File: src/rtl/bird_pkg.sv
// Shared definitions for the bird launch path: FSM state encoding, frame
// timing constants and the plane X launch window shared with bird_move.
package bird_pkg;

   typedef enum logic [2:0] {
      ST_IDLE     = 3'd0,
      ST_READY    = 3'd1,
      ST_ARM      = 3'd2,
      ST_FLIGHT   = 3'd3,
      ST_COOLDOWN = 3'd4,
      ST_DONE     = 3'd5
   } launch_state_t;

   localparam int FRAMES_PER_SEC    = 30;
   localparam int DEF_PLANE_X_LIMIT = 290;
   localparam int FRAME_CNT_W       = 10;

endpackage

File: src/rtl/frame_timer.sv
// Frame counter: clears on request, counts startOfFrame pulses, and flags
// the pulse that brings the count up to the supplied limit.
module frame_timer
   import bird_pkg::*;
#(
   parameter int W = FRAME_CNT_W
) (
   input  logic         clk,
   input  logic         resetN,
   input  logic         clr,
   input  logic         en,
   input  logic [W-1:0] limit,
   output logic         expired
);

   logic [W-1:0] cnt_q;
   logic [W-1:0] cnt_d;
   logic [W-1:0] cnt_inc;

   // Next count; clear beats increment so an entry-cycle frame is never counted.
   always_comb begin
      cnt_inc = cnt_q + W'(1);
      cnt_d   = cnt_q;
      if (clr) begin
         cnt_d = '0;
      end else if (en) begin
         cnt_d = cnt_inc;
      end
   end

   // Compare is against the post-increment value: limit N fires on the Nth pulse.
   assign expired = en && (cnt_inc == limit);

   // Counter register.
   always_ff @(posedge clk or negedge resetN) begin
      if (!resetN) begin
         cnt_q <= '0;
      end else begin
         cnt_q <= cnt_d;
      end
   end

endmodule

File: src/rtl/bird_launch_ctrl.sv
// Per-level bird launch scheduler between the game manager and bird_move.
//
//   state       | meaning
//   ------------+---------------------------------------------------------
//   IDLE        | no level running, all outputs low
//   READY       | waiting for a pending launch on an in-range frame
//   ARM         | showBird high, waiting for bird_move to display the bird
//   FLIGHT      | bird on screen, flight timeout running
//   COOLDOWN    | bird ended, re-launch holdoff running
//   DONE        | budget exhausted, levelOver held until next levelStart
module bird_launch_ctrl
   import bird_pkg::*;
#(
   parameter int BIRDS_PER_LEVEL    = 5,
   parameter int COOLDOWN_FRAMES    = FRAMES_PER_SEC / 2,
   parameter int MAX_FLIGHT_FRAMES  = 10 * FRAMES_PER_SEC,
   parameter int ARM_TIMEOUT_FRAMES = 2 * FRAMES_PER_SEC,
   parameter int PLANE_X_LIMIT      = DEF_PLANE_X_LIMIT
) (
   input  logic        clk,
   input  logic        resetN,
   input  logic        startOfFrame,
   input  logic        levelStart,
   input  logic        launchReq,
   input  logic [10:0] planeTopLeftX,
   input  logic        displayBird,
   input  logic        hideBirdPulse,
   output logic        showBird,
   output logic [3:0]  birdsLeft,
   output logic        birdInFlight,
   output logic        forceHide,
   output logic        levelOver
);

   launch_state_t state_q, state_d;
   logic [3:0]    birds_left_q, birds_left_d;
   logic          pending_q, pending_d;
   logic          show_bird_q, show_bird_d;
   logic          in_flight_q, in_flight_d;
   logic          force_hide_q, force_hide_d;
   logic          level_over_q, level_over_d;

   logic                   tmr_clr;
   logic                   tmr_en;
   logic                   tmr_expired;
   logic [FRAME_CNT_W-1:0] tmr_limit;
   logic                   plane_in_range;

   assign plane_in_range = (planeTopLeftX <= 11'(PLANE_X_LIMIT));

   // One shared timer; its limit follows the state that is currently timing.
   always_comb begin
      tmr_limit = '0;
      case (state_q)
         ST_ARM:      tmr_limit = FRAME_CNT_W'(ARM_TIMEOUT_FRAMES);
         ST_FLIGHT:   tmr_limit = FRAME_CNT_W'(MAX_FLIGHT_FRAMES);
         ST_COOLDOWN: tmr_limit = FRAME_CNT_W'(COOLDOWN_FRAMES);
         default:     tmr_limit = '0;
      endcase
   end

   assign tmr_en  = startOfFrame &&
                    ((state_q == ST_ARM) || (state_q == ST_FLIGHT) || (state_q == ST_COOLDOWN));
   assign tmr_clr = levelStart || (state_d != state_q);

   frame_timer #(
      .W (FRAME_CNT_W)
   ) u_frame_timer (
      .clk     (clk),
      .resetN  (resetN),
      .clr     (tmr_clr),
      .en      (tmr_en),
      .limit   (tmr_limit),
      .expired (tmr_expired)
   );

   // Next-state, budget and pending logic; outputs decode the next state so they register with it.
   always_comb begin
      state_d      = state_q;
      birds_left_d = birds_left_q;
      pending_d    = pending_q;
      force_hide_d = 1'b0;

      if (levelStart) begin
         state_d      = ST_READY;
         birds_left_d = 4'(BIRDS_PER_LEVEL);
         pending_d    = 1'b0;
      end else begin
         case (state_q)
            ST_IDLE: begin
            end
            ST_READY: begin
               if (startOfFrame && (pending_q || launchReq) && plane_in_range) begin
                  state_d   = ST_ARM;
                  pending_d = 1'b0;
               end else if (launchReq) begin
                  pending_d = 1'b1;
               end
            end
            ST_ARM: begin
               // A hide before display means the bird never flew: no charge.
               if (hideBirdPulse) begin
                  state_d = ST_COOLDOWN;
               end else if (displayBird) begin
                  state_d = ST_FLIGHT;
                  if (birds_left_q != 4'd0) begin
                     birds_left_d = birds_left_q - 4'd1;
                  end
               end else if (tmr_expired) begin
                  state_d   = ST_READY;
                  pending_d = 1'b0;
               end
            end
            ST_FLIGHT: begin
               if (hideBirdPulse) begin
                  state_d = ST_COOLDOWN;
               end else if (tmr_expired) begin
                  state_d      = ST_COOLDOWN;
                  force_hide_d = 1'b1;
               end
            end
            ST_COOLDOWN: begin
               if (tmr_expired) begin
                  state_d = (birds_left_q == 4'd0) ? ST_DONE : ST_READY;
               end
            end
            ST_DONE: begin
            end
            default: state_d = ST_IDLE;
         endcase
      end

      show_bird_d  = (state_d == ST_ARM);
      in_flight_d  = (state_d == ST_FLIGHT);
      level_over_d = (state_d == ST_DONE);
   end

   // State and registered outputs.
   always_ff @(posedge clk or negedge resetN) begin
      if (!resetN) begin
         state_q      <= ST_IDLE;
         birds_left_q <= 4'd0;
         pending_q    <= 1'b0;
         show_bird_q  <= 1'b0;
         in_flight_q  <= 1'b0;
         force_hide_q <= 1'b0;
         level_over_q <= 1'b0;
      end else begin
         state_q      <= state_d;
         birds_left_q <= birds_left_d;
         pending_q    <= pending_d;
         show_bird_q  <= show_bird_d;
         in_flight_q  <= in_flight_d;
         force_hide_q <= force_hide_d;
         level_over_q <= level_over_d;
      end
   end

   assign showBird     = show_bird_q;
   assign birdsLeft    = birds_left_q;
   assign birdInFlight = in_flight_q;
   assign forceHide    = force_hide_q;
   assign levelOver    = level_over_q;

endmodule

File: config.mk
export PLATFORM = sky130hd
export DESIGN_NAME = bird_launch_ctrl
export DESIGN_NICKNAME = d
export VERILOG_FILES = /design/src/rtl/bird_pkg.sv /design/src/rtl/frame_timer.sv /design/src/rtl/bird_launch_ctrl.sv
export SDC_FILE = /design/constraint.sdc
export NUM_CORES = 1
export LEC_CHECK = 0
export CORE_MARGIN = 2
export CORE_UTILIZATION = 59
export CTS_BUF_LIST = sky130_fd_sc_hd__clkbuf_8
export DETAILED_ROUTE_END_ITERATION = 7
export GPL_ROUTABILITY_DRIVEN = 0
export GPL_TIMING_DRIVEN = 0
export PLACE_DENSITY = 0.88
export SYNTH_ARGS = -nofsm -noshare
export SYNTH_HDL_FRONTEND = slang
export SYNTH_HIERARCHICAL = 1
export SYNTH_SLANG_ARGS = --single-unit
File: constraint.sdc
create_clock -name clk -period 8.3 [get_ports clk]
set_input_delay 0.83 -clock clk [delete_from_list [all_inputs] [get_ports clk]]
set_output_delay 0.83 -clock clk [all_outputs]
set_load 0.03 [all_outputs]
==> reports/summary.txt, run 1 <==
Status - finished clean
Average wire length per cell after detail routing - 14.86 um
Synthesized area - 1589 sq um
Adder-cell share of the synthesized area - 2.362%
Startpoint of the worst setup timing path - state_q[1]$_DFF_PN0_
Maximum clock rate - 257.5 MHz
HPWL after DPL - 2659 um
Worst Path Arrival - 4.02 ns
Num CTS Buffers - 3
Proportion of synthesized area in mux cells - 1.575%
Post-CTS resize count - 0
Crit Path Category - flip-flop to flip-flop
Crit path to - u_frame_timer/cnt_q[8]$_DFFE_PN0P_
Die H - 55.90 um
Setup crit end kind - flip-flop
Starting density of the core - 63.00%
Worst-case reg-to-reg path depth - 13
Maximum level of the CTS H-tree - 1
Period minus WS final - 3.884 ns
Post-detailed-route count of antenna-violating nets - 0
Standard-cell row count - 18
Remaining routing DRC violations - 0
Pin count of the biggest net entering global routing - 23
Vias per cell - 5.966
Reg-to-reg setup timing slack - 4.42 ns
Skew-Pair Late Insertion Delay - 0.27 ns
Post-synth EDFFs - 0
Wire length of the first global-routing pass - 6106 um
Number of global-route vias before repair - 1447
Synthesized-area fraction occupied by xor and xnor cells - 12.13%
Data required time at the worst endpoint - 8.44 ns
RSZ-0062 raised after global routing - no
Synthesis-to-finish area growth - 22.05%
Final Hold Vio Count - 0
Drt first-iter violations - 72
Count of final max-slew check failures - 0
TritonRoute pass-1 iters - 4
Fillcell total - 174
TritonCTS clock tree - done
Peak fanout along the critical path - 10
Via count - 1420
Count of buffers from port buffering - 25
Switching power of the nets - 51.99 uW
Worst voltage drop across the vdd grid - 0.1371 mV
P per Cell Area - 111.4 nW/um^2
Pleak - 0.0007546 uW
Slew Limit Headroom - 31.92%
Aggregate global-route resource usage - 24.29%
Fraction of the cycle the final worst path needs - 46.79%
Ant. Diodes - 0
CTS Buffer Depth - 2
TNS Setup - 0 ns
Portion of the post-synthesis area used by sequential elements - 34.65%
Share of synthesized cell area in and, or, nand and nor gates - 29.61%
Number of buffers inserted by post-CTS setup repair - 0
Register area - 550.5 sq um
Fraction of power spent switching nets - 24.07%
Antenna violations before repair - 0
Cell count after synthesis - 177
Actual transition at the worst max-transition pin - 1.018 ns
Synthesized-area fraction occupied by ao, oa, aoi and oai cells - 14.49%
Asr flop ratio synth - 100.0%
DRT Wirelength - 3536 um
Combinational power share - 13.0%
Setup-violating endpoint count in the final report - 0
Share of post-route cells with drive strength above 1 - 9.615%
Source of the worst register-to-register timing path - state_q[1]$_DFF_PN0_
Aggregate global routing overflow - 0
Hold Path Class - flip-flop to flip-flop
Critical R2R Capture - u_frame_timer/cnt_q[8]$_DFFE_PN0P_
Final layout net count - 230
Clk_skew - 0.003691 ns
Worst-path clk slew - 0.08 ns
Internal power component - 164.0 uW
Area inside the core boundary - 2522 sq um
Total of flip-flops plus latches after synthesis - 22
I/O Pins - 26
Sequential cell fraction of total power - 50.6%
Yosys warning total - 6
Cts-stage hold buffer count - 0
Clock sink count - 22
Reported max-cap violation count - 0
Multi-input combinational cell area - 967.2 sq um
Finished Core Util - 76.88%
Largest family of logic cells by synthesized area - simple AND/OR/NAND/NOR gates
Post-synthesis area per instance - 8.978 sq um
Chip width - 55.90 um
Most used flip-flop cell after synthesis - sky130_fd_sc_hd__dfrtp_1
Area of the die - 3124 sq um
Library cells used by synthesis - 51
Cell at the root of the clock tree - sky130_fd_sc_hd__clkbuf_8
Clock network fraction of total power - 36.4%
Startpoint type of the worst setup path - flip-flop
-- through the flow --
stage | std cells | hold slack, ns | area, sq um | worst slack [ns] | power, uW
3_5_place_dp | 234 | 0.5631 | 1884 | 4.547 | 139.5
5_1_grt | 238 | 0.6213 | 1939 | 4.170 | 224.0
2_1_floorplan | 179 | 0.5238 | 1597 | 5.147 | 124.4
3_3_place_gp | 234 | 0.5469 | 1884 | 4.685 | 138.4
6_report | 238 | 0.5745 | 1939 | 4.416 | 216.0
4_1_cts | 238 | 0.5848 | 1939 | 4.490 | 217.8
-- state kept, by name (all words and copies together), names as in the netlist --
name,count
pending_q,1
u_frame_timer/cnt_q,10
levelOver,1
state_q,3
forceHide,1
showBird,1
birdsLeft,4
birdInFlight,1
-- cell families after synthesis --
family | count (synthesis)
AOI/OAI and AO/OA | 34
xor gates and xnor gates | 22
adders and majority gates | 3
buffers and inverters | 13
DFF | 22
muxes | 2
other | 1
and+or+nand+nor | 80
-- worst min path at each step --
stage	end	cells past startpoint	slack [ns]	from
floorplan	u_frame_timer/cnt_q[9]$_DFFE_PN0P_	2	0.52	u_frame_timer/cnt_q[9]$_DFFE_PN0P_
global placement	birdsLeft[3]$_DFFE_PN0P_	2	0.55	birdsLeft[3]$_DFFE_PN0P_
detailed placement	birdsLeft[0]$_DFFE_PN0P_	2	0.56	birdsLeft[0]$_DFFE_PN0P_
CTS	u_frame_timer/cnt_q[9]$_DFFE_PN0P_	2	0.58	u_frame_timer/cnt_q[9]$_DFFE_PN0P_
global route	birdsLeft[0]$_DFFE_PN0P_	2	0.62	birdsLeft[0]$_DFFE_PN0P_
finish	u_frame_timer/cnt_q[9]$_DFFE_PN0P_	2	0.57	u_frame_timer/cnt_q[9]$_DFFE_PN0P_
-- Yosys cell counts, types with 3 or more instances --
| cell type | number | area share [%] |
|---|---|---|
| sky130_fd_sc_hd__a211oi_1 | 4 | 1.9 |
| sky130_fd_sc_hd__a21oi_1 | 8 | 2.5 |
| sky130_fd_sc_hd__and2_1 | 3 | 1.2 |
| sky130_fd_sc_hd__clkbuf_1 | 3 | 0.71 |
| sky130_fd_sc_hd__dfrtp_1 | 22 | 35 |
| sky130_fd_sc_hd__ha_1 | 3 | 2.4 |
| sky130_fd_sc_hd__inv_1 | 5 | 1.2 |
| sky130_fd_sc_hd__nand2_1 | 12 | 2.8 |
| sky130_fd_sc_hd__nand2b_1 | 3 | 1.2 |
| sky130_fd_sc_hd__nand3_1 | 6 | 1.9 |
| sky130_fd_sc_hd__nand4_1 | 5 | 2.0 |
| sky130_fd_sc_hd__nor2_1 | 21 | 5.0 |
| sky130_fd_sc_hd__nor2b_1 | 3 | 1.2 |
| sky130_fd_sc_hd__nor3_1 | 6 | 1.9 |
| sky130_fd_sc_hd__o21ai_0 | 8 | 2.5 |
| sky130_fd_sc_hd__xnor2_1 | 9 | 5.0 |
| sky130_fd_sc_hd__xor2_1 | 13 | 7.2 |
-- layer usage --
metal  GRT usage (%)  routed length [um]
met5               0                   0
met2           44.05                1796
met1           28.49                1518
met4           10.88                  74
met3           3.023                 147
-- critical path, cell delays in order (launching register included) --
cell and delay [ns]:
sky130_fd_sc_hd__dfrtp_1 0.42, sky130_fd_sc_hd__nand2b_1 0.20, sky130_fd_sc_hd__o21ai_0 0.65, sky130_fd_sc_hd__xor2_1 0.17, sky130_fd_sc_hd__o211ai_1 0.25, sky130_fd_sc_hd__a21oi_1 0.11, sky130_fd_sc_hd__or4_4 0.43, sky130_fd_sc_hd__a221oi_2 0.42
sky130_fd_sc_hd__nor2b_1 0.28, sky130_fd_sc_hd__nand3_1 0.10, sky130_fd_sc_hd__o21ai_0 0.09, sky130_fd_sc_hd__a2111o_1 0.13, sky130_fd_sc_hd__clkbuf_1 0.41, sky130_fd_sc_hd__nor2_1 0.11
-- area by class of cell --
cell class,count,share of cell area [%]
clock buffer,4,2.839
timing repair buffer,25,12.90
tap,30,1.935
multi-input combinational,144,49.87
sequential,22,28.39
inverter,5,0.9677
buffer,8,3.097
-- layout by cell type (no fill, tap or decap), types with 3 or more instances in the layout --
master and instances:
sky130_fd_sc_hd__a211oi_1 4, sky130_fd_sc_hd__a21oi_1 8, sky130_fd_sc_hd__and2_1 3, sky130_fd_sc_hd__clkbuf_1 3, sky130_fd_sc_hd__clkbuf_8 5, sky130_fd_sc_hd__clkdlybuf4s50_1 25
sky130_fd_sc_hd__conb_1 3, sky130_fd_sc_hd__dfrtp_1 22, sky130_fd_sc_hd__ha_1 3, sky130_fd_sc_hd__inv_1 5, sky130_fd_sc_hd__nand2_1 12, sky130_fd_sc_hd__nand2b_1 3
sky130_fd_sc_hd__nand3_1 6, sky130_fd_sc_hd__nand4_1 5, sky130_fd_sc_hd__nor2_1 21, sky130_fd_sc_hd__nor2b_1 3, sky130_fd_sc_hd__nor3_1 6, sky130_fd_sc_hd__o21ai_0 8
sky130_fd_sc_hd__xnor2_1 9, sky130_fd_sc_hd__xor2_1 13
-- power groups by stage --
| stage | clock network, uW | registers (uW) | logic, uW |
|---|---|---|---|
| CTS | 80.3 | 109 | 28.1 |
| detailed placement | 0 | 111 | 28.0 |
| floorplan | 0 | 112 | 12.6 |
| global route | 83.6 | 110 | 30.8 |
| global placement | 0 | 111 | 26.9 |
| finish | 78.5 | 109 | 28.1 |
No activity file was read; power rests on OpenSTA's default activity.
==> inputs of run 2 (changes only) <==
CORE_UTILIZATION = 50   (was 59)
PLACE_DENSITY = 0.79   (was 0.88)
clock period = 3.2 ns   (was 8.3 ns; I/O delays follow)
==> run 2 against run 1 <==
Net effect:
- design area increased by 2.4%
- core utilization down 11 points
- wire length grew 3.8%
- clock-buffer cell count decreased by 1
- critical path depth decreased by 2
- sequential share of layout area is 0.60 points lower
- register-to-register slack worse by 4.3 ns
- largest power group unchanged
==> reports/summary.txt, run 2 (synthesis gave the netlist of run 1 again) <==
Die H - 60.38 um
Fillcell total - 263
Antenna violations before repair - 0
Source of the worst register-to-register timing path - state_q[1]$_DFF_PN0_
Maximum clock rate - 328.6 MHz
TritonCTS clock tree - done
DRT Wirelength - 3671 um
P per Cell Area - 267.8 nW/um^2
Starting density of the core - 52.48%
Data required time at the worst endpoint - 3.35 ns
Total Power - 531.7 uW
Count of buffers from port buffering - 25
Largest register FFs - 10
Peak fanout along the critical path - 6
Pleak - 0.0007621 uW
Worst voltage drop across the vdd grid - 0.1684 mV
Num CTS Buffers - 3
Startpoint type of the worst setup path - flip-flop
Worst-path clk slew - 0.08 ns
Startpoint of the worst setup timing path - state_q[1]$_DFF_PN0_
Pre-CTS WS - -0.5679 ns
Most common cell after layout, fill and taps aside - sky130_fd_sc_hd__clkdlybuf4s50_1
Ant. Diodes - 0
Number of global-route vias before repair - 1345
CTS Buffer Depth - 2
Hold Path Class - flip-flop to flip-flop
Skew-Pair Late Insertion Delay - 0.26 ns
Setup crit end kind - flip-flop
Drt first-iter violations - 125
Fraction of the cycle the final worst path needs - 95.10%
Clk_skew - 0.003203 ns
Number of cells on the worst hold path - 2
Final Cell Area - 1986 sq um
Combinational power share - 14.5%
Post-route setup slack - 0.1568 ns
Switching power of the nets - 130.9 uW
Actual transition at the worst max-transition pin - 0.9742 ns
Share of post-route cells with drive strength above 1 - 11.54%
Register ranked first by flip-flop count - u_frame_timer/cnt_q
Status - finished clean
Period minus WS final - 3.043 ns
Standard-cell row count - 20
Synthesis-to-finish area growth - 24.96%
Average wire length per cell after detail routing - 14.57 um
Wire length of the first global-routing pass - 5823 um
Area inside the core boundary - 3028 sq um
Maximum level of the CTS H-tree - 1
Worst Path Arrival - 3.19 ns
Remaining routing DRC violations - 0
Chip width - 60.38 um
Aggregate global-route resource usage - 20.91%
Setup-violating endpoint count in the final report - 0
Pin count of the biggest net entering global routing - 23
Slew Limit Headroom - 34.85%
Area of the die - 3645 sq um
Via count - 1434
Clock sink count - 22
Post-detailed-route count of antenna-violating nets - 0
Count of final max-slew check failures - 0
Cell at the root of the clock tree - sky130_fd_sc_hd__clkbuf_8
Final Hold Vio Count - 0
I/O Pins - 26
Vias per cell - 5.690
Fraction of power spent switching nets - 24.63%
Commonest non-fill, non-tap cells in the layout - sky130_fd_sc_hd__clkdlybuf4s50_1 (25), sky130_fd_sc_hd__nor2_1 (21), sky130_fd_sc_hd__dfrtp_1 (21), sky130_fd_sc_hd__xor2_1 (13), sky130_fd_sc_hd__nand2_1 (12)
Reported max-cap violation count - 0
Aggregate global routing overflow - 0
Cts-stage hold buffer count - 0
Crit Path Category - flip-flop to flip-flop
Clock network fraction of total power - 32.1%
Sequential cell fraction of total power - 53.4%
Worst-case reg-to-reg path depth - 11
HPWL after DPL - 2587 um
DP Area - 1902 sq um
TritonRoute pass-1 iters - 4
Hold Path Origin - u_frame_timer/cnt_q[9]$_DFFE_PN0P_
Final layout net count - 231
Internal power component - 400.7 uW
run 2: cell types whose count changed in the layout (fill, tap and decap cells not counted), sizes merged:
cell / change
buf: +1
a2111o: +1
clkbuf: -2
run 2: worst paths after layout:
path,slack [ns],to
setup / recovery,0.16,u_frame_timer/cnt_q[0]$_DFFE_PN0P_
hold / removal,0.56,u_frame_timer/cnt_q[9]$_DFFE_PN0P_
setup reg to reg,0.16,u_frame_timer/cnt_q[0]$_DFFE_PN0P_
hold reg to reg,0.56,u_frame_timer/cnt_q[9]$_DFFE_PN0P_
max in group asynchronous,1.95,u_frame_timer/cnt_q[0]$_DFFE_PN0P_
min in group asynchronous,0.60,u_frame_timer/cnt_q[2]$_DFFE_PN0P_
run 2: timing repair:
action,CTS,global route
gates cloned,0,1
gates resized for setup,3,5
setup buffers,0,1
endpoints found under the setup margin,16,14
pin swaps,1,2
hold endpoints to repair,0,0
run 2: per-stage QoR:
step                      instances  hold slack [ns]  util (%)  TNS [ns]
final                           252           0.5634     65.58         0
after global routing            252           0.6150     65.58  -0.02610
after CTS                       250           0.5674     64.21         0
after global placement          248           0.5475     62.81    -4.425
after detailed placement        248           0.5462     62.81    -6.635
after floorplan                 179          0.02441         -         0
run 2: critical path, stage by stage, from the launching register on:
cell                       delay, ns
sky130_fd_sc_hd__dfrtp_1        0.43
sky130_fd_sc_hd__nand2b_1       0.24
sky130_fd_sc_hd__o21ai_4        0.25
sky130_fd_sc_hd__xor2_1         0.22
sky130_fd_sc_hd__o21ai_0        0.11
sky130_fd_sc_hd__or4_4          0.53
sky130_fd_sc_hd__a221oi_4       0.26
sky130_fd_sc_hd__buf_4          0.19
sky130_fd_sc_hd__nor3_1         0.05
sky130_fd_sc_hd__nor3_1         0.27
sky130_fd_sc_hd__a2111o_1       0.30
sky130_fd_sc_hd__nor2_1         0.08
run 2: area by class of cell:
class	instances	area, sq um	area share, %
multi-input cells	145	1005	50.60
plain buffers	7	56.30	2.836
clock buffers	3	41.29	2.079
flip-flops and latches	22	551.8	27.79
well taps	44	55.05	2.773
repair buffers	26	257.7	12.98
inverters	5	18.77	0.9452
run 2: metal layers:
metal	wire length [um]	vias up	GRT usage [%]
li1	-	695	-
met3	178	9	3.198
met4	52	0	5.714
met2	1860	43	37.27
met1	1580	687	26.31
met5	0	-	0
run 2: power by group through the flow:
stage          registers, uW  logic (uW)  clock network [uW]
2_1_floorplan            290        32.6                   0
3_3_place_gp             289        70.3                   0
3_5_place_dp             289        72.5                   0
4_1_cts                  284        72.9                 176
5_1_grt                  284        85.1                 184
6_report                 284        77.0                 171
==> inputs of run 3 (changes only) <==
ABC_AREA = 1   (was unset)
==> run 3 against run 2 <==
Net effect:
- cell count grew 23%
- via count grew 4.3%
- design area grew 6.0%
- sequential share of layout area shrank 1.5 points
- power grew 11%
- wire length shrank 8.4%
- largest cell class unchanged
- highest routed layer unchanged
==> reports/summary.txt, run 3 <==
Portion of the post-synthesis area used by sequential elements - 33.90%
Area inside the core boundary - 3078 sq um
Combinational power share - 16.4%
Asr flop ratio synth - 100.0%
DP Area - 1944 sq um
Top post-synthesis cells by count - sky130_fd_sc_hd__nand2_1 (60), sky130_fd_sc_hd__inv_1 (36), sky130_fd_sc_hd__nand3_1 (23)
Share of synthesized cell area in and, or, nand and nor gates - 39.68%
Critical R2R Capture - u_frame_timer/cnt_q[8]$_DFFE_PN0P_
Clock sink count - 22
Final Cell Area - 2105 sq um
Maximum level of the CTS H-tree - 1
Met3 layer wire length in the routed design - 123 um
Synth area leaders - sky130_fd_sc_hd__dfrtp_1 (34%), sky130_fd_sc_hd__nand2_1 (14%), sky130_fd_sc_hd__inv_1 (8.3%)
Aggregate global routing overflow - 0
Setup-violating endpoint count in the final report - 0
Sequential cell fraction of total power - 50.2%
Hold_ws - 0.5118 ns
Source of the worst register-to-register timing path - state_q[1]$_DFF_PN0_
HPWL after DPL - 2502 um
Switching power of the nets - 155.7 uW
Setup crit end kind - flip-flop
TritonCTS clock tree - done
Cell with the largest stage delay on the worst path - sky130_fd_sc_hd__dfrtp_1
Worst-path clk slew - 0.08 ns
Ant. Diodes - 0
Met1 wire length - 1532 um
Share of post-route cells with drive strength above 1 - 20.97%
Cts-stage hold buffer count - 0
Data required time at the worst endpoint - 3.37 ns
Crit Path Category - flip-flop to flip-flop
Vias per cell - 4.810
Clk_skew - 0.008928 ns
Internal power component - 436.6 uW
Adder-cell share of the synthesized area - 2.311%
Cell at the root of the clock tree - sky130_fd_sc_hd__clkbuf_8
Cell count after synthesis - 229
Period minus WS final - 2.997 ns
Aggregate global-route resource usage - 19.91%
Number of cells on the worst hold path - 2
Slew Limit Headroom - 33.25%
Crit-path max cell delay - 0.41 ns
Peak fanout along the critical path - 8
Synthesized-area fraction occupied by ao, oa, aoi and oai cells - 11.02%
Cell taking the most area after synthesis - sky130_fd_sc_hd__dfrtp_1
I/O Pins - 26
Most used flip-flop cell after synthesis - sky130_fd_sc_hd__dfrtp_1
Die H - 60.99 um
Average wire length per cell after detail routing - 10.81 um
Fraction of power spent switching nets - 26.29%
Antenna violations before repair - 0
Proportion of synthesized area in mux cells - 0%
Met2 routed wirelength - 1689 um
Post-synthesis area per instance - 7.092 sq um
Standard-cell row count - 20
Remaining routing DRC violations - 0
Reported max-cap violation count - 0
Via count - 1496
Final Hold Vio Count - 0
Synthesis-to-finish area growth - 29.58%
Cell type group with the largest total delay on the critical path - simple AND/OR/NAND/NOR gates
DRT Wirelength - 3361 um
Synthesized-area fraction occupied by xor and xnor cells - 1.541%
Worst-case reg-to-reg path depth - 25
Most common cell after layout, fill and taps aside - sky130_fd_sc_hd__nand2_1
Pleak - 0.0009715 uW
Maximum clock rate - 333.7 MHz
Chip width - 60.99 um
Largest family of logic cells by synthesized area - simple AND/OR/NAND/NOR gates
Area share of the largest cell type after synthesis - 33.90%
Reg-to-reg setup timing slack - 0.20 ns
Total of flip-flops plus latches after synthesis - 22
Yosys warning total - 6
Library cells used by synthesis - 34
Finished Core Util - 68.37%
Largest register FFs - 10
Number of global-route vias before repair - 1349
Wire length of the first global-routing pass - 5568 um
End point of the worst hold path - pending_q$_DFFE_PN0P_
Commonest non-fill, non-tap cells in the layout - sky130_fd_sc_hd__nand2_1 (57), sky130_fd_sc_hd__inv_1 (33), sky130_fd_sc_hd__clkdlybuf4s50_1 (25), sky130_fd_sc_hd__nand3_1 (23), sky130_fd_sc_hd__dfrtp_1 (20)
Hold Path Class - flip-flop to flip-flop
Drt first-iter violations - 92
Area of the die - 3720 sq um
Number of cells in the design after placement - 302
Register ranked first by flip-flop count - u_frame_timer/cnt_q
Hold Path Origin - pending_q$_DFFE_PN0P_
Startpoint type of the worst setup path - flip-flop
Most frequent cell after synthesis - sky130_fd_sc_hd__nand2_1
Count of final max-slew check failures - 0
Count of buffers from port buffering - 25
Num CTS Buffers - 3
Synthesized area - 1624 sq um
Actual transition at the worst max-transition pin - 0.9981 ns
Clock network fraction of total power - 33.4%
Starting density of the core - 52.76%
CTS Buffer Depth - 2
TNS Setup - 0 ns
Status - finished clean
Skew-Pair Late Insertion Delay - 0.26 ns
Worst Path Arrival - 3.17 ns
Combined buffer and inverter count along the critical path - 5
Pin count of the biggest net entering global routing - 23
Post-detailed-route count of antenna-violating nets - 0
TritonRoute pass-1 iters - 4
Final layout net count - 289
Highest Signal Layer - met4
Number of cells in the finished layout apart from fillers - 311
P per Cell Area - 281.5 nW/um^2
Worst voltage drop across the vdd grid - 0.2420 mV
Fraction of the cycle the final worst path needs - 93.64%
Post-synth EDFFs - 0
[run 3: cell count changes after synthesis, moves of 6 or more]
cell	previous run	this run
sky130_fd_sc_hd__inv_1	5	36
sky130_fd_sc_hd__nand3_1	6	23
sky130_fd_sc_hd__nand2_1	12	60
sky130_fd_sc_hd__xor2_1	13	1
sky130_fd_sc_hd__xnor2_1	9	0
sky130_fd_sc_hd__o22ai_1	0	6
[run 3: metrics by stage]
| stage | setup slack [ns] | power, uW |
|---|---|---|
| finish | 0.2034 | 592.3 |
| global route | -0.02748 | 625.0 |
| CTS | -0.02064 | 593.5 |
| detailed placement | -0.2158 | 391.7 |
| global placement | -0.2017 | 390.2 |
| floorplan | 0.3238 | 350.1 |
[run 3: cell families (layout without fill, tap and decap cells)]
group	Yosys count	in the layout
xor+xnor	2	2
fa+ha+maj	3	3
other cells	1	5
simple gates	130	130
compound gates	26	26
buf+inv	45	79
flops	22	22
[run 3: cell type report]
cell class | instances | area [sq um]
Fill cell | 269 | 973.4
Multi-Input combinational cell | 166 | 963.4
Sequential cell | 22 | 553.0
Timing Repair Buffer | 30 | 291.5
Inverter | 43 | 170.2
Clock buffer | 4 | 55.05
Tap cell | 44 | 55.05
Buffer | 2 | 16.27
[run 3: power by group through the flow]
| stage | clock network, uW | logic, uW | registers (uW) |
|---|---|---|---|
| 2_1_floorplan | 0 | 50.4 | 300 |
| 3_3_place_gp | 0 | 89.0 | 301 |
| 3_5_place_dp | 0 | 90.2 | 302 |
| 4_1_cts | 206 | 91.4 | 296 |
| 5_1_grt | 215 | 111 | 300 |
| 6_report | 198 | 97.2 | 297 |
[run 3: worst max-delay path by stage]
stage | start | to | cells past startpoint
global route | state_q[1]$_DFF_PN0_ | u_frame_timer/cnt_q[7]$_DFFE_PN0P_ | 25
detailed placement | state_q[1]$_DFF_PN0_ | u_frame_timer/cnt_q[1]$_DFFE_PN0P_ | 24
CTS | state_q[1]$_DFF_PN0_ | u_frame_timer/cnt_q[1]$_DFFE_PN0P_ | 24
floorplan | state_q[1]$_DFF_PN0_ | u_frame_timer/cnt_q[1]$_DFFE_PN0P_ | 24
global placement | state_q[1]$_DFF_PN0_ | u_frame_timer/cnt_q[1]$_DFFE_PN0P_ | 24
finish | state_q[1]$_DFF_PN0_ | u_frame_timer/cnt_q[8]$_DFFE_PN0P_ | 25
[run 3: timing repair]
action                     4_1_cts  5_1_grt
pin swaps                        0        4
setup endpoints to repair       10       10
resized for setup                4       19
setup buffers                    0        5
[run 3: worst min-delay path: stages (launching register included)]
cell and delay [ns]:
sky130_fd_sc_hd__dfrtp_1 0.36, sky130_fd_sc_hd__nand2_1 0.05, sky130_fd_sc_hd__o21ai_1 0.06
[run 3: layer usage]
layer | track usage (%) | vias to the layer above
li1 | - | 806
met1 | 23.77 | 663
met2 | 37.02 | 25
met3 | 4.264 | 2
met4 | 3.416 | 0
met5 | 0 | -
==> RTL change 1 (settings of run 2) <==
`FRAME_CNT_W`: 10 -> 14.
--- a/src/rtl/bird_pkg.sv
+++ b/src/rtl/bird_pkg.sv
@@ -14,5 +14,5 @@
    localparam int FRAMES_PER_SEC    = 30;
    localparam int DEF_PLANE_X_LIMIT = 290;
-   localparam int FRAME_CNT_W       = 10;
+   localparam int FRAME_CNT_W       = 14;
 
 endpackage
Function: same outputs for any inputs over 10 cycles, from zero or initial values and one cycle with resetN low; that may be too few to reach the edited logic, so the function may still have changed.
==> RTL change 1 against run 2 <==
Sequential cell count grew 4; utilization rose by 2.1 points; worst setup slack got worse by 0.013 ns; wire length grew 22%; cell area is 25% higher; power increased by 20%; sequential share of layout area down 1.4 points; critical path depth increased by 3; area after synthesis rose by 20%.
==> RTL change 1: results (changes against run 2) <==
* Number of distinct library cells after synthesis at 54 (+5.9%)
* Cells after DPL at 308 (+24%)
* Worst slack at placement at -0.6853 ns (-0.1174 ns)
* GRT met2 Usage at 41.41% (+4.1 points)
* Total global-route track usage at 22.98% (+2.1 points)
* Crit path largest cell delay at 0.46 ns (-0.07 ns)
* Flip-flop count of the largest register after layout at 14 (+4)
* Number of sinks driven by the clock tree at 26 (+18%)
* Transition time of the tightest slew-check pin at 1.190 ns (+0.2157 ns)
* CP arrival at 3.25 ns (+0.06 ns)
* Number of non-filler instances in the completed layout at 322 (+28%)
* Via count of the first global-routing pass at 1692 (+26%)
* Post-route clock skew at 0.001034 ns (-0.002169 ns)
* Met3 capacity usage during global routing at 1.199% (-2.0 points)
* Static leakage power at 1.022 nW (+34%)
* Post-route core utilization at 67.64% (+2.1 points)
* Share of layout cells above drive strength 1 at 17.15% (+5.6 points)
* Maximum vdd drop at 0.2211 mV (+31%)
* Global-route wire length before repair at 7.707 mm (+32%)
* Post-DP HPWL at 3.170 mm (+23%)
* Routed wire length at 4.471 mm (+22%)
* Pin count of the biggest net entering global routing at 27 (+17%)
* WL met2 at 2.173 mm (+17%)
* DR WL met3 at 166 um (-6.7%)
* Synth Area per Inst at 8.816 sq um (-1.8%)
* Critical Path Slowest Stage Cell: sky130_fd_sc_hd__dfrtp_2
* Cell family with most CP delay: compound AO/OA/AOI/OAI gates
* Result of the run: completed
* Violation count after the first detailed-routing iteration at 83 (-34%)
* Main area contributors after synthesis: sky130_fd_sc_hd__dfrtp_1 34%, sky130_fd_sc_hd__xnor2_1 6.9%, sky130_fd_sc_hd__xor2_1 6.4%, sky130_fd_sc_hd__nor2_1 5.3%, sky130_fd_sc_hd__nand4_1 3.9%
* Vias post-DR at 1768 (+23%)
* Area post-placement at 0.002286 sq mm (+20%)
* Commonest cells in the netlist: 27 x sky130_fd_sc_hd__nor2_1, 26 x sky130_fd_sc_hd__dfrtp_1, 15 x sky130_fd_sc_hd__xnor2_1
* Metal-1 WL at 2.029 mm (+28%)
* Register area share after synthesis at 34.17% (-0.48 points)
RTL change 1: layout make-up:
cell class / count / area, sq um
fill: 315 / 1185
buffer: 8 / 52.55
multi-input combinational: 193 / 1299
sequential: 26 / 654.4
clock buffer: 4 / 55.05
timing repair buffer: 35 / 325.3
inverter: 8 / 30.03
tap: 48 / 60.06
RTL change 1: what timing repair did:
item / in CTS / in global routing
pin swaps: 2 / 4
setup endpoints to repair: 20 / 18
hold buffers: 0 / 0
setup buffers: 2 / 8
gates resized for setup: 7 / 13
RTL change 1: path summary, 6_finish.rpt:
path                                               startpoint                            endpoint  slack, ns  cells after the start
max                        u_frame_timer/cnt_q[1]$_DFFE_PN0P_  u_frame_timer/cnt_q[9]$_DFFE_PN0P_       0.14                     14
max reg2reg                u_frame_timer/cnt_q[1]$_DFFE_PN0P_  u_frame_timer/cnt_q[9]$_DFFE_PN0P_       0.14                     14
min reg2reg                          birdsLeft[0]$_DFFE_PN0P_            birdsLeft[0]$_DFFE_PN0P_       0.59                      2
min                                  birdsLeft[0]$_DFFE_PN0P_            birdsLeft[0]$_DFFE_PN0P_       0.59                      2
max in group asynchronous                              resetN                state_q[2]$_DFF_PN0_       1.73                      1
min in group asynchronous                              resetN                  showBird$_DFF_PN0_       0.67                      1
RTL change 1: logic make-up after synthesis:
logic type	count (synthesis)	share of synthesized area, %
AO/OA/AOI/OAI	41	14.26
buffers and inverters	16	3.942
AND/OR/NAND/NOR	96	29.70
XOR/XNOR	29	13.34
flip-flops	26	34.17
multiplexers	4	2.431
other	1	0.1969
adder cells (fa/ha/maj)	3	1.971
RTL change 1: where the power goes:
group          switching, mW  total (mW)  internal [mW]
combinational         0.0485      0.0925         0.0439
clock                  0.102       0.212          0.110
sequential           0.00241       0.334          0.332
==> RTL change 2 (settings of run 2) <==
Without the edit above. Add an input register stage for `startOfFrame`, `levelStart`, `launchReq`, `planeTopLeftX`, `displayBird` and `hideBirdPulse`; this delays them by one clock.
--- a/src/rtl/bird_launch_ctrl.sv
+++ b/src/rtl/bird_launch_ctrl.sv
@@ -33,4 +33,20 @@
 );
 
+   logic startOfFrame_q;
+   logic levelStart_q;
+   logic launchReq_q;
+   logic [10:0] planeTopLeftX_q;
+   logic displayBird_q;
+   logic hideBirdPulse_q;
+
+   always_ff @(posedge clk) begin
+      startOfFrame_q  <= startOfFrame;
+      levelStart_q    <= levelStart;
+      launchReq_q     <= launchReq;
+      planeTopLeftX_q <= planeTopLeftX;
+      displayBird_q   <= displayBird;
+      hideBirdPulse_q <= hideBirdPulse;
+   end
+
    launch_state_t state_q, state_d;
    logic [3:0]    birds_left_q, birds_left_d;
@@ -47,5 +63,5 @@
    logic                   plane_in_range;
 
-   assign plane_in_range = (planeTopLeftX <= 11'(PLANE_X_LIMIT));
+   assign plane_in_range = (planeTopLeftX_q <= 11'(PLANE_X_LIMIT));
 
    // One shared timer; its limit follows the state that is currently timing.
@@ -60,7 +76,7 @@
    end
 
-   assign tmr_en  = startOfFrame &&
+   assign tmr_en  = startOfFrame_q &&
                     ((state_q == ST_ARM) || (state_q == ST_FLIGHT) || (state_q == ST_COOLDOWN));
-   assign tmr_clr = levelStart || (state_d != state_q);
+   assign tmr_clr = levelStart_q || (state_d != state_q);
 
    frame_timer #(
@@ -82,5 +98,5 @@
       force_hide_d = 1'b0;
 
-      if (levelStart) begin
+      if (levelStart_q) begin
          state_d      = ST_READY;
          birds_left_d = 4'(BIRDS_PER_LEVEL);
@@ -91,8 +107,8 @@
             end
             ST_READY: begin
-               if (startOfFrame && (pending_q || launchReq) && plane_in_range) begin
+               if (startOfFrame_q && (pending_q || launchReq_q) && plane_in_range) begin
                   state_d   = ST_ARM;
                   pending_d = 1'b0;
-               end else if (launchReq) begin
+               end else if (launchReq_q) begin
                   pending_d = 1'b1;
                end
@@ -100,7 +116,7 @@
             ST_ARM: begin
                // A hide before display means the bird never flew: no charge.
-               if (hideBirdPulse) begin
+               if (hideBirdPulse_q) begin
                   state_d = ST_COOLDOWN;
-               end else if (displayBird) begin
+               end else if (displayBird_q) begin
                   state_d = ST_FLIGHT;
                   if (birds_left_q != 4'd0) begin
@@ -113,5 +129,5 @@
             end
             ST_FLIGHT: begin
-               if (hideBirdPulse) begin
+               if (hideBirdPulse_q) begin
                   state_d = ST_COOLDOWN;
                end else if (tmr_expired) begin
Behaviour: not the same (a bounded check fails within 4 cycles, from zero or initial values and one cycle with resetN low).
==> RTL change 2 against run 2 <==
Area after synthesis up 20%; cell area is 21% higher; sequential cell count up 16; worst setup slack improved by 0.052 ns; critical path depth is the same; power up 99%; synthesized cell count rose by 9.0%; die area is 19% higher; largest cell class unchanged; wire length is 5.9% lower; first-iteration DRC count down 18%; critical path type unchanged; largest power group unchanged.
==> RTL change 2: results (changes against run 2) <==
* Violation count after the first detailed-routing iteration at 103 (-18%)
* Non-clock buffer share at 12.80% (-3.0 points)
* Hold path startpoint: launchReq
* Flip-flop count of the largest register after layout at 11 (+1)
* Worst-case hold slack at 0.4705 ns (-0.09289 ns)
* Total of flip-flops plus latches after synthesis at 38 (+73%)
* Number of nets in the layout at 247 (+6.9%)
* Area post-placement at 0.002227 sq mm (+17%)
* Capture instance of the worst register-to-register path: u_frame_timer/cnt_q[6]$_DFFE_PN0P_
* Post-DP HPWL at 2.444 mm (-5.5%)
* Post-Syn Area at 0.001909 sq mm (+20%)
* Final Cycle Share at 93.46% (-1.6 points)
* Post-route clock skew at 0.006713 ns (+0.003510 ns)
* Most flops, register: planeTopLeftX_q
* Synth Area per Inst at 9.893 sq um (+10%)
* Transition time of the tightest slew-check pin at 1.009 ns (+0.03527 ns)
* Global-route wire length before repair at 5.851 mm (+0.48%)
* Static leakage power at 0.9371 nW (+23%)
* Share of layout cells above drive strength 1 at 12.33% (+0.80 points)
* Worst min-delay path endpoint: launchReq_q$_DFF_P_
* Result of the run: completed
* Biggest fanout along the worst timing path at 10 (+4)
* Count of multi-input gates at 144 (-0.69%)
* CP arrival at 3.16 ns (-0.03 ns)
* Clock latency of the later-clocked register in the worst-skew pair at 0.29 ns (+0.03 ns)
* WHS Path Cells at 1 (-1)
* WL met2 at 1.710 mm (-8.1%)
* Routed wire length at 3.454 mm (-5.9%)
* Total global-route track usage at 17.66% (-3.3 points)
* Commonest cells in the netlist: 22 x sky130_fd_sc_hd__dfrtp_1, 21 x sky130_fd_sc_hd__nor2_1, 16 x sky130_fd_sc_hd__dfxtp_1
* Pwr/cell area at 442.2 mW/mm^2 (+65%)
* Final-layout clock-cell area share at 5.956% (+3.9 points)
* Worst min-delay path class: in2reg
* CTS HTree Levels at 2 (+1)
* Seq area share at 36.42% (+8.6 points)
* Maximum vdd drop at 0.3899 mV (+130%)
* Average wire per standard cell at 12.56 um (-14%)
* DR WL met3 at 118 um (-34%)
* Worst slack at placement at -0.5606 ns (+0.007307 ns)
* Number of distinct library cells after synthesis at 52 (+2.0%)
* Metal-1 WL at 1.581 mm (about the same)
RTL change 2: cell count changes in the layout (fill, tap and decap cells not counted), sizes merged:
cell / change
dfxtp: +16
clkbuf: +3
bufinv: +2
a2111o: -1
buf: -1
RTL change 2: kinds of logic (layout without fill, tap and decap cells):
| kind of cell | count (synthesis) | count (layout) | synth area share (%) |
|---|---|---|---|
| buf+inv | 13 | 45 | 4.128 |
| flops | 38 | 38 | 45.61 |
| other cells | 1 | 3 | 0.1964 |
| compound gates | 34 | 34 | 12.06 |
| xor+xnor | 22 | 22 | 10.09 |
| fa+ha+maj | 3 | 3 | 1.966 |
| simple gates | 80 | 80 | 24.64 |
| mux | 2 | 2 | 1.310 |
RTL change 2: what timing repair did:
action,in CTS,in global routing
pin swaps,1,0
setup buffers,0,0
endpoints found under the setup margin,16,14
resized for setup,3,4
RTL change 2: critical path, stage by stage (launching register included):
cell                       delay [ns]
sky130_fd_sc_hd__dfrtp_1         0.42
sky130_fd_sc_hd__nand2b_1        0.24
sky130_fd_sc_hd__o21ai_4         0.25
sky130_fd_sc_hd__xor2_1          0.20
sky130_fd_sc_hd__o21ai_0         0.10
sky130_fd_sc_hd__or4_4           0.53
sky130_fd_sc_hd__a221oi_4        0.33
sky130_fd_sc_hd__nor2b_1         0.27
sky130_fd_sc_hd__nand3_1         0.10
sky130_fd_sc_hd__o21ai_0         0.09
sky130_fd_sc_hd__a2111o_2        0.27
sky130_fd_sc_hd__nor2_1          0.08
RTL change 2: power by group:
| part | internal [mW] | switching, mW |
|---|---|---|
| Clock | 0.332 | 0.157 |
| Combinational | 0.0343 | 0.0356 |
| Sequential | 0.491 | 0.00809 |
RTL change 2: metal layers:
metal	global-route usage (%)	vias up
met4	7.031	0
met1	22.59	686
li1	-	742
met5	0	-
met3	3.066	5
met2	29.55	30
